--- src/rtl/fft_input_loader.sv ---
// fft_input_loader: collects 8 complex samples into a frame and presents them to butterfly1.
//
// Ports:
//   clk, rst_n            clock and asynchronous active-low reset
//   in_valid / in_ready   upstream handshake; a sample is consumed when both are high at a rising edge
//   in_sof                marks sample 0 of a frame; restarts a partial frame and flags frame_err
//   in_real, in_imag      signed sample components, DATA_W bits each
//   ifft_mode             conjugate the frame; latched on the frame's first sample
//   clr_err               synchronous clear of frame_err (a same-cycle truncation wins)
//   fft_d1..8_real/imag   frame outputs, held stable until the next frame is emitted
//   fft_data_valid        one-cycle pulse when the frame outputs are new
//   frame_err             sticky truncated-frame flag
//   frame_cnt             count of emitted frames, wraps at 256
module fft_input_loader #(
    parameter int DATA_W = 32
) (
    input  logic                     clk,
    input  logic                     rst_n,
    input  logic                     in_valid,
    output logic                     in_ready,
    input  logic                     in_sof,
    input  logic signed [DATA_W-1:0] in_real,
    input  logic signed [DATA_W-1:0] in_imag,
    input  logic                     ifft_mode,
    input  logic                     clr_err,
    output logic signed [DATA_W-1:0] fft_d1_real,
    output logic signed [DATA_W-1:0] fft_d1_imag,
    output logic signed [DATA_W-1:0] fft_d2_real,
    output logic signed [DATA_W-1:0] fft_d2_imag,
    output logic signed [DATA_W-1:0] fft_d3_real,
    output logic signed [DATA_W-1:0] fft_d3_imag,
    output logic signed [DATA_W-1:0] fft_d4_real,
    output logic signed [DATA_W-1:0] fft_d4_imag,
    output logic signed [DATA_W-1:0] fft_d5_real,
    output logic signed [DATA_W-1:0] fft_d5_imag,
    output logic signed [DATA_W-1:0] fft_d6_real,
    output logic signed [DATA_W-1:0] fft_d6_imag,
    output logic signed [DATA_W-1:0] fft_d7_real,
    output logic signed [DATA_W-1:0] fft_d7_imag,
    output logic signed [DATA_W-1:0] fft_d8_real,
    output logic signed [DATA_W-1:0] fft_d8_imag,
    output logic                     fft_data_valid,
    output logic                     frame_err,
    output logic [7:0]               frame_cnt
);
    localparam logic signed [DATA_W-1:0] MIN_V = {1'b1, {(DATA_W-1){1'b0}}};
    localparam logic signed [DATA_W-1:0] MAX_V = {1'b0, {(DATA_W-1){1'b1}}};

    typedef enum logic {FILL, EMIT} state_t;

    state_t                    state_q, state_d;
    logic [2:0]                idx_q, idx_d;
    logic                      mode_q, mode_d;
    logic                      ready_q, ready_d;
    logic                      valid_q, valid_d;
    logic                      err_q, err_d;
    logic [7:0]                cnt_q, cnt_d;
    logic signed [DATA_W-1:0]  buf_re_q [8];
    logic signed [DATA_W-1:0]  buf_re_d [8];
    logic signed [DATA_W-1:0]  buf_im_q [8];
    logic signed [DATA_W-1:0]  buf_im_d [8];
    logic signed [DATA_W-1:0]  out_re_q [8];
    logic signed [DATA_W-1:0]  out_re_d [8];
    logic signed [DATA_W-1:0]  out_im_q [8];
    logic signed [DATA_W-1:0]  out_im_d [8];
    logic                      hs, restart, emit, mode_eff;
    logic [2:0]                slot;
    logic signed [DATA_W-1:0]  im_conj;

    always_comb begin
        hs       = in_valid && ready_q && (state_q == FILL);
        restart  = hs && in_sof && (idx_q != 3'd0);
        // a restarting sof sample lands in slot 0 and re-latches the mode
        slot     = restart ? 3'd0 : idx_q;
        mode_eff = (slot == 3'd0) ? ifft_mode : mode_q;
        // the most negative value has no positive twin, so it saturates
        im_conj  = (in_imag == MIN_V) ? MAX_V : -in_imag;
        emit     = hs && (slot == 3'd7);
        buf_re_d = buf_re_q;
        buf_im_d = buf_im_q;
        if (hs) begin
            buf_re_d[slot] = in_real;
            buf_im_d[slot] = mode_eff ? im_conj : in_imag;
        end
        // slot 7 reaches the outputs straight from the current sample via buf_*_d
        out_re_d = out_re_q;
        out_im_d = out_im_q;
        if (emit) begin
            out_re_d = buf_re_d;
            out_im_d = buf_im_d;
        end
        mode_d   = hs ? mode_eff : mode_q;
        idx_d    = hs ? slot + 3'd1 : idx_q;
        state_d  = emit ? EMIT : FILL;
        ready_d  = !emit;
        valid_d  = emit;
        err_d    = restart || (err_q && !clr_err);
        cnt_d    = emit ? cnt_q + 8'd1 : cnt_q;
    end

    always_ff @(posedge clk or negedge rst_n) begin
        if (!rst_n) begin
            state_q  <= FILL;
            idx_q    <= 3'd0;
            mode_q   <= 1'b0;
            ready_q  <= 1'b0;
            valid_q  <= 1'b0;
            err_q    <= 1'b0;
            cnt_q    <= 8'd0;
            buf_re_q <= '{default: '0};
            buf_im_q <= '{default: '0};
            out_re_q <= '{default: '0};
            out_im_q <= '{default: '0};
        end else begin
            state_q  <= state_d;
            idx_q    <= idx_d;
            mode_q   <= mode_d;
            ready_q  <= ready_d;
            valid_q  <= valid_d;
            err_q    <= err_d;
            cnt_q    <= cnt_d;
            buf_re_q <= buf_re_d;
            buf_im_q <= buf_im_d;
            out_re_q <= out_re_d;
            out_im_q <= out_im_d;
        end
    end

    assign in_ready       = ready_q;
    assign fft_data_valid = valid_q;
    assign frame_err      = err_q;
    assign frame_cnt      = cnt_q;
    assign fft_d1_real    = out_re_q[0];
    assign fft_d1_imag    = out_im_q[0];
    assign fft_d2_real    = out_re_q[1];
    assign fft_d2_imag    = out_im_q[1];
    assign fft_d3_real    = out_re_q[2];
    assign fft_d3_imag    = out_im_q[2];
    assign fft_d4_real    = out_re_q[3];
    assign fft_d4_imag    = out_im_q[3];
    assign fft_d5_real    = out_re_q[4];
    assign fft_d5_imag    = out_im_q[4];
    assign fft_d6_real    = out_re_q[5];
    assign fft_d6_imag    = out_im_q[5];
    assign fft_d7_real    = out_re_q[6];
    assign fft_d7_imag    = out_im_q[6];
    assign fft_d8_real    = out_re_q[7];
    assign fft_d8_imag    = out_im_q[7];
endmodule

--- config.mk ---
export PLATFORM = sky130hd
export DESIGN_NAME = fft_input_loader
export DESIGN_NICKNAME = d
export VERILOG_FILES = /design/src/rtl/fft_input_loader.sv
export SDC_FILE = /design/constraint.sdc
export NUM_CORES = 1
export LEC_CHECK = 0
export ABC_AREA = 1
export CAP_MARGIN = 20
export CELL_PAD_IN_SITES_DETAIL_PLACEMENT = 0
export CELL_PAD_IN_SITES_GLOBAL_PLACEMENT = 1
export CORE_MARGIN = 2
export CORE_UTILIZATION = 29
export DETAILED_ROUTE_END_ITERATION = 8
export PLACE_DENSITY = 0.7
export SLEW_MARGIN = 0
export SYNTH_ARGS = -nofsm -noshare
export SYNTH_HDL_FRONTEND = slang
export SYNTH_SLANG_ARGS = --single-unit
--- constraint.sdc ---
create_clock -name clk -period 4.7 [get_ports clk]
set_clock_uncertainty 0.05 [all_clocks]
set_input_delay 0.47 -clock clk [delete_from_list [all_inputs] [get_ports clk]]
set_output_delay 0.47 -clock clk [all_outputs]
set_load 0.02 [all_outputs]
# Yosys cells after proc, flatten, opt, wreduce, memory -nomap -nowiden
# Index checks and enable logic that the tools add are counted.
totals:
  register_bits: 1040
  in_bits: 70
  output_inout_bits: 523
  wordCells: 71
op_classes:
  addsub: 3
  n_lt_le_gt_ge: 2
  n_eq_ne: 2
  muxes: 11
  bitwise_logic: 2
  reduce_logical: 12
ops:
  columns: ["op", "count"]
  rows:
  - ["$bwmux 256", 2]
  - ["$mux 256", 2]
  - ["$demux 32 s3", 1]
  - ["$mux 32", 3]
  - ["$eq 32x32->1 const B", 1]
  - ["$neg 32->32", 1]
  - ["$add 8x1->8 const B", 1]
  - ["$logic_and 1x1->1", 7]
  - ["$ge 4x4->1 const B", 1]
  - ["$lt 4x1->1 const B", 1]
  - ["$not 3->4", 1]
  - ["$add 3x1->3 const B", 1]
  - ["$eq 3x3->1 const B", 1]
  - ["$logic_not 3->1", 1]
  - ["$mux 3", 1]
  - ["$reduce_bool 3->1", 1]
  - ["$logic_not 1->1", 2]
  - ["$mux 1", 2]
  - ["$logic_or 1x1->1", 1]
  - ["$not 1->1", 1]

# Longest topological paths before layout
# Gate-level depths: netlist (run 1).
depth:
  ltp_word: 12
  ltp_mapped: 16

# Worst setup path after synthesis (run 1)
# Ideal clock, no wire load.
synth_path:
  path_type: "register to register"
  start: "register state_q"
  end: "register out_im_q (netlist bit fft_d3_imag[0])"
  arrival_time_ps: 2341
  path_slack_ps: 2244
  stages_incl_launch_ff: 13
  n_path_buf: 3
  period_less_slack_ps: 2456
  cell_sequence: "dfrtp_1 > inv_1 > nand4_2 > nor2_1 > nor2_2 > ha_1 > ha_1 > nand2_1 > clkbuf_1 > clkbuf_1 > clkbuf_1 > nand2_1 > nand2_1"
synth_via:
  elab_chain_len: 12
  word_cells_on_any_way: 18
  cone_classes: "2 x order compare; 1 x eq/ne; 7 x mux; 2 x bitwise; 6 x reduce/logical"
synth_rtl:
  columns: ["item", "line_no", "rtl"]
  rows:
  - ["from (decl)", "51", "state_t state_q, state_d;"]
  - ["from (signal assigned)", "115", "state_q <= state_d;"]
  - ["$not 1->1 *", "71", "hs = in_valid && ready_q && (state_q == FILL);"]
  - ["$logic_and 1x1->1 *", "71", null]
  - ["$logic_and 1x1->1 (2 in a row)", "72", "restart = hs && in_sof && (idx_q != 3'd0);"]
  - ["$mux 3", "74", "slot = restart ? 3'd0 : idx_q;"]
  - ["$not 3->4", "83", "buf_im_d[slot] = mode_eff ? im_conj : in_imag;"]
  - ["$ge 4x4->1 (not written as such) or $lt 4x1->1 (tied branches)", "83", null]
  - ["$logic_and 1x1->1 (not written as such)", "83", null]
  - ["$mux 32", "83", null]
  - ["$demux 32 s3", "83", null]
  - ["$bwmux 256", "83", null]
  - ["$mux 256", "81", "if (hs) begin"]
  - ["to (signal assigned)", "125", "out_im_q <= out_im_d;"]
  - ["to (decl)", "64", "logic signed [DATA_W-1:0] out_im_q [8];"]
# Every way passes the cells marked *; elsewhere a longest branch is shown, timed or not.
# A chain may end at the register's enable or synchronous reset.

==> flow_metrics.py, run 1 <==
metrics = {
    "run_status": {
        "outcome": "complete, no violations",
    },
    "die": {
        "start_util_pct": 29.3,
        "coreArea_sq_mm": 0.142,
        "dieArea_sq_mm": 0.146,
        "die_x_um": 382,
        "num_rows": 138,
        "ios": 593,
        "die_h_um": 382,
    },
    "route": {
        "vias": 32200,
        "wl_per_cell_um": 21.1,
        "remaining_drc_errors": 0,
        "vias_per_cell": 4.62,
        "drt-pass1-iter-count": 5,
        "drt_iter0_drc": 2424,
        "postRouteAntennaNets": 0,
        "routed_wl_um": 147000,
    },
    "clock_tree": {
        "post_cts_buffers": 0,
        "max-clock-path-buffers": 3,
        "numCtsBuffers": 115,
        "cts.clk_slew.worst_paths_ns": 0.06,
        "clk_latency_ns": 0.75,
        "cts_root_buf": "clkbuf_16",
        "postCtsResizedCells": 0,
        "h-tree-depth": 3,
        "cts_tree": "done",
        "cts_sinks": 1039,
    },
    "logic_synthesis": {
        "yosysSeqAreaShare_pct": 62.6,
        "synth_ff_type": "dfrtp_1",
        "async_flop_share_pct": 100,
        "syn_inst": 4447,
        "synth_top_area_cell": "dfrtp_1",
        "synthDistinctLibCells": 34,
        "synth_edf_count": 0,
        "synth_seq_cells": 1039,
        "avgSynthCellArea_sq_um": 9.34,
        "syn_area_sq_mm": 0.0415,
        "yosys_warnings": 0,
        "syn_nets": 4522,
        "yosysTopAreaCellShare_pct": 62.6,
        "synth_area_leaders": "dfrtp_1, nand2_1, nand3_1",
    },
    "global_routing": {
        "first_global_vias": 31700,
        "grt.total_usage_pct": 20.0,
        "grt_pass1_wl_um": 218000,
        "grt.overflow.total": 0,
        "antenna_found_initial": 1,
        "grt_max_degree": 174,
    },
    "final_layout": {
        "drive_above_1_share_pct": 10.3,
        "num_antenna_cells": 0,
        "reg_top3": "buf_im_q (256), buf_re_q (256)",
        "fillCellCount": 14300,
        "areaGrowthSynthToFinish_pct": 28.9,
        "fin_util_pct": 37.7,
        "final_common_cell": "nand2_1",
        "layout_common_cells": "nand2_1, dfrtp_1, clkdlybuf4s50_1",
        "nets": 5067,
    },
    "sta": {
        "relSlewSlack_pct": 29.2,
        "fmax_mhz": 293,
        "setup_viol": 0,
        "tightest_slew_ns": 1.06,
        "fin_tns_setup_ns": 0,
        "fin_crit_sh_pct": 72.5,
        "finalHoldViolCount": 0,
        "period_minus_slack_ns": 3.41,
        "rsz0062_at_grt": "false",
        "drv_slew": 0,
    },
    "pwr": {
        "peakVddDrop_mv": 0.342,
        "power_density_mw_per_mm2": 659,
        "p_leak_nw": 25.5,
    },
    "worst_setup_path": {
        "start_kind": "register",
        "crit_fanout": 27,
        "cp_data_arrival_time_ns": 3.99,
        "reg2reg_from": "state_q",
        "crit_start": "state_q",
        "worst-setup-path-type": "register to register",
        "critPathRequiredTime_ns": 5.28,
        "rrSetupSlack_ns": 1.29,
        "reg2reg_depth": 14,
        "r2r_end": "buf_im_q[139]",
        "worst_setup_path_end_kind": "register",
    },
    "worst_hold_path": {
        "hold_class": "input pin to asynchronous set/reset pin",
    },
    "placed_design": {
        "gp_congestion": 0.841,
        "portBuffers": 592,
        "dpl.hpwl_um": 98700,
    },
    "flow_run": {
        "cap_violations": 0,
    },
}
## what timing repair did
item	CTS	global route
hold buffers	1	0
endpoints found under the setup margin	0	0
endpoints found under the hold margin	82	0
## stage by stage
stage / instance area [sq um] / instances / setup slack, ns / total power, mW / hold slack, ns
after floorplan: 41500 / 4447 / 2.24 / 20.4 / 0.124
after global placement: 49700 / 6764 / 0.832 / 26.2 / 0.411
after detailed placement: 49700 / 6764 / 0.841 / 26.4 / 0.411
after CTS: 53500 / 6974 / 1.30 / 35.8 / 0.369
after global routing: 53500 / 6974 / 0.998 / 37.4 / 0.384
final: 53500 / 6974 / 1.29 / 35.3 / 0.347
## cells by family (layout without fill, tap and decap cells)
| kind of cell | Yosys count | in the layout | synth area share (%) |
|---|---|---|---|
| AO/OA/AOI/OAI | 443 | 443 | 6.44 |
| AND/OR/NAND/NOR | 2615 | 2615 | 27.3 |
| XOR/XNOR | 14 | 14 | 0.295 |
| flip-flops | 1039 | 1039 | 62.6 |
| adder cells (fa/ha/maj) | 5 | 5 | 0.151 |
| buffers and inverters | 331 | 968 | 3.21 |
## where the power goes
part | switching [mW] | internal (mW) | total (mW) | leakage [nW]
Combinational | 7.07 | 5.06 | 12.1 | 10.3
Sequential | 1.69 | 12.3 | 14.0 | 13.3
Clock | 3.90 | 5.22 | 9.13 | 1.88
## cell type report
cell class / count / area, sq um / share of cell area [%]
Inverter: 86 / 330 / 0.617
Sequential cell: 1039 / 26000 / 48.6
Clock inverter: 36 / 382 / 0.713
Tap cell: 1890 / 2360 / 4.42
Multi-Input combinational cell: 3077 / 14300 / 26.6
Clock buffer: 173 / 3480 / 6.49
Timing Repair Buffer: 673 / 6740 / 12.6
## per-layer routing
metal / share of wire (%) / vias up / track usage (%)
met2: 45 / 919 / 31.0
li1: - / 15300 / -
met1: 44 / 15800 / 27.1
met5: 0 / - / 0
met3: 7.5 / 190 / 5.67
met4: 3.0 / 0 / 5.97
## worst max-delay path, cell delays in order, from the launching register on
cell and delay [ns]:
dfrtp_1 0.41, inv_1 0.13, nand4_2 0.27, nor2_1 0.23, nor2_2 0.07, inv_1 0.06, ha_1 0.18, nand2_1 0.08
nand2_1 0.08, nand2_2 0.38, buf_4 0.37, o21ai_1 0.37, buf_4 0.20, nand3_1 0.16, and2_1 0.22
## synthesized netlist by cell type, types with 3 or more instances
| cell type | instances |
|---|---|
| a21boi_1 | 56 |
| a21oi_1 | 8 |
| and2_1 | 144 |
| buf_1 | 25 |
| buf_2 | 62 |
| buf_4 | 3 |
| clkbuf_1 | 155 |
| dfrtp_1 | 1039 |
| ha_1 | 5 |
| inv_1 | 73 |
| inv_2 | 13 |
| nand2_1 | 1744 |
| nand2_2 | 12 |
| nand3_1 | 412 |
| nand3_2 | 3 |
| nand4_1 | 9 |
| nor2_1 | 70 |
| nor2_2 | 12 |
| o211ai_1 | 48 |
| o21a_1 | 48 |
| o21ai_0 | 112 |
| o21ai_1 | 159 |
| o21ai_2 | 5 |
| o21ai_4 | 5 |
| or2_2 | 200 |
| xnor2_1 | 4 |
| xor2_1 | 10 |
## how the worst max path moves through the flow
stage / to / slack (ns)
final: buf_im_q[139] / 1.29
after global routing: fft_d1_imag[25] / 1.0
after CTS: fft_d8_imag[11] / 1.30
after detailed placement: buf_im_q[139] / 0.84
after global placement: fft_d8_imag[11] / 0.83
after floorplan: fft_d3_imag[0] / 2.24
Note: power is estimated with default switching activity, not from simulation.
==> run 2: changes to the inputs <==
- PLACE_DENSITY: 0.7 -> 0.72
- clock period: 4.7 -> 2.81 ns (I/O delays scaled with it)
==> run 2 against run 1 <==
  * Global-route usage rose by 0.43 points
  * Combinational power is 85% higher
  * Critical path depth increased by 2
  * Maximum frequency rose by 25%
  * Largest power group unchanged
==> flow_metrics.py, run 2 (same netlist as run 1, synthesis figures left out) <==
metrics = {
    "run_status": {
        "outcome": "complete, no violations",
    },
    "worst_setup_path": {
        "crit_start": "state_q",
        "critPathRequiredTime_ns": 3.43,
        "crit_fanout": 25,
        "start_kind": "register",
        "worst_setup_path_end_kind": "register",
        "worst-setup-path-type": "register to register",
        "reg2reg_from": "state_q",
        "cp_data_arrival_time_ns": 3.34,
    },
    "final_layout": {
        "stdcell_count": 7208,
        "layout_common_cells": "nand2_1, dfrtp_1, clkdlybuf4s50_1",
        "nets": 5298,
        "areaGrowthSynthToFinish_pct": 36.1,
        "fillCellCount": 14100,
        "final_common_cell": "nand2_1",
        "drive_above_1_share_pct": 14.1,
        "reg_top3": "buf_im_q (256), buf_re_q (256)",
    },
    "global_routing": {
        "grt.total_usage_pct": 20.4,
        "first_global_vias": 33000,
        "grt_max_degree": 114,
        "antenna_found_initial": 11,
        "grt_pass1_wl_um": 224000,
        "grt.overflow.total": 0,
    },
    "clock_tree": {
        "cts_root_buf": "clkbuf_16",
        "clk_latency_ns": 0.72,
        "cts_sinks": 1039,
        "h-tree-depth": 3,
        "max-clock-path-buffers": 3,
        "cts.clk_slew.worst_paths_ns": 0.06,
        "numCtsBuffers": 116,
        "cts_tree": "done",
    },
    "route": {
        "vias_per_cell": 4.63,
        "drt_iter0_drc": 2485,
        "drt-pass1-iter-count": 6,
        "vias": 33400,
        "remaining_drc_errors": 0,
        "routed_wl_um": 151000,
        "postRouteAntennaNets": 0,
        "wl_per_cell_um": 20.9,
    },
    "die": {
        "die_h_um": 382,
        "num_rows": 138,
        "die_x_um": 382,
        "dieArea_sq_mm": 0.146,
        "coreArea_sq_mm": 0.142,
        "ios": 593,
        "start_util_pct": 29.3,
    },
    "sta": {
        "tightest_slew_ns": 0.818,
        "fin_crit_sh_pct": 96.7,
        "finalHoldViolCount": 0,
        "rsz0062_at_grt": "false",
        "fin_tns_setup_ns": 0,
        "relSlewSlack_pct": 45.5,
        "setup_viol": 0,
        "fmax_mhz": 368,
        "period_minus_slack_ns": 2.72,
        "holdWs_ns": 0.0735,
        "drv_slew": 0,
    },
    "placed_design": {
        "portBuffers": 592,
        "gp_congestion": 0.873,
        "placed_cells": 6994,
        "dpl.hpwl_um": 107000,
    },
    "pwr": {
        "power_density_mw_per_mm2": 1090,
        "peakVddDrop_mv": 0.582,
        "p_leak_nw": 27.1,
    },
    "worst_hold_path": {
        "hold_class": "input pin to asynchronous set/reset pin",
    },
    "flow_run": {
        "cap_violations": 0,
    },
}
==> run 2: cell count changes in the layout (fill, tap and decap cells not counted), moves of 8 or more <==
cell	delta
clkbuf_8	-16
bufinv_16	+8
buf_4	+131
buf_12	+96
==> run 2: layout make-up <==
class | instances | area [sq um] | share of cell area [%]
Clock inverter | 47 | 582 | 1.03
Sequential cell | 1039 | 26000 | 46.0
Antenna cell | 3 | 7.51 | 0.0133
Timing Repair Buffer | 903 | 9700 | 17.2
Inverter | 86 | 330 | 0.584
Multi-Input combinational cell | 3077 | 14300 | 25.2
Tap cell | 1890 | 2360 | 4.18
Clock buffer | 163 | 3300 | 5.84
==> run 2: per-stage QoR <==
step           setup slack (ns)  instance area [sq um]  utilization, %  power (mW)
2_1_floorplan             0.354                  41500               -        34.1
3_3_place_gp             -0.236                  52600            37.1        45.8
3_5_place_dp             -0.241                  52600            37.1        46.1
4_1_cts                  0.0920                  56500            39.8        62.0
5_1_grt                 0.00527                  56500            39.8        64.9
6_report                 0.0917                  56500            39.8        61.4
==> run 2: path summary, 6_finish.rpt <==
check	endpoint	slack (ns)	cells past startpoint
hold reg to reg	frame_cnt[7]	0.42	1
hold / removal	fft_d4_real[5]	0.07	2
setup / recovery	fft_d3_imag[24]	0.09	16
setup reg to reg	fft_d3_imag[24]	0.09	16
min in group clk	frame_err	0.13	2
max in group asynchronous	fft_d4_imag[3]	1.55	3
==> run 2: power breakdown <==
group / switching, mW / total [mW] / internal (mW)
logic: 12.2 / 22.4 / 10.2
registers: 2.77 / 23.4 / 20.6
clock network: 6.46 / 15.6 / 9.11
==> run 2: critical path: stages (launching register included) <==
cell and delay (ns):
dfrtp_1 0.39, inv_1 0.11, nand4_2 0.08, buf_4 0.18, nor2_1 0.15, nor2_2 0.05
inv_1 0.05, ha_1 0.18, buf_4 0.11, nand3_1 0.07, nand2_1 0.12, buf_12 0.18
nand3b_1 0.37, buf_4 0.28, nand3_1 0.15, nand3_1 0.09, nand2_1 0.06
==> run 2: repair_timing <==
item,CTS,global route
hold endpoints to repair,364,0
resized for setup,0,3
setup buffers,0,0
hold buffers,1,0
endpoints found under the setup margin,0,38
==> run 2: routing by layer <==
metal,GRT usage (%),share of wire [%]
met3,4.95,7.1
met5,0,0.058
met4,6.21,2.8
met2,32.5,46
met1,27.4,44
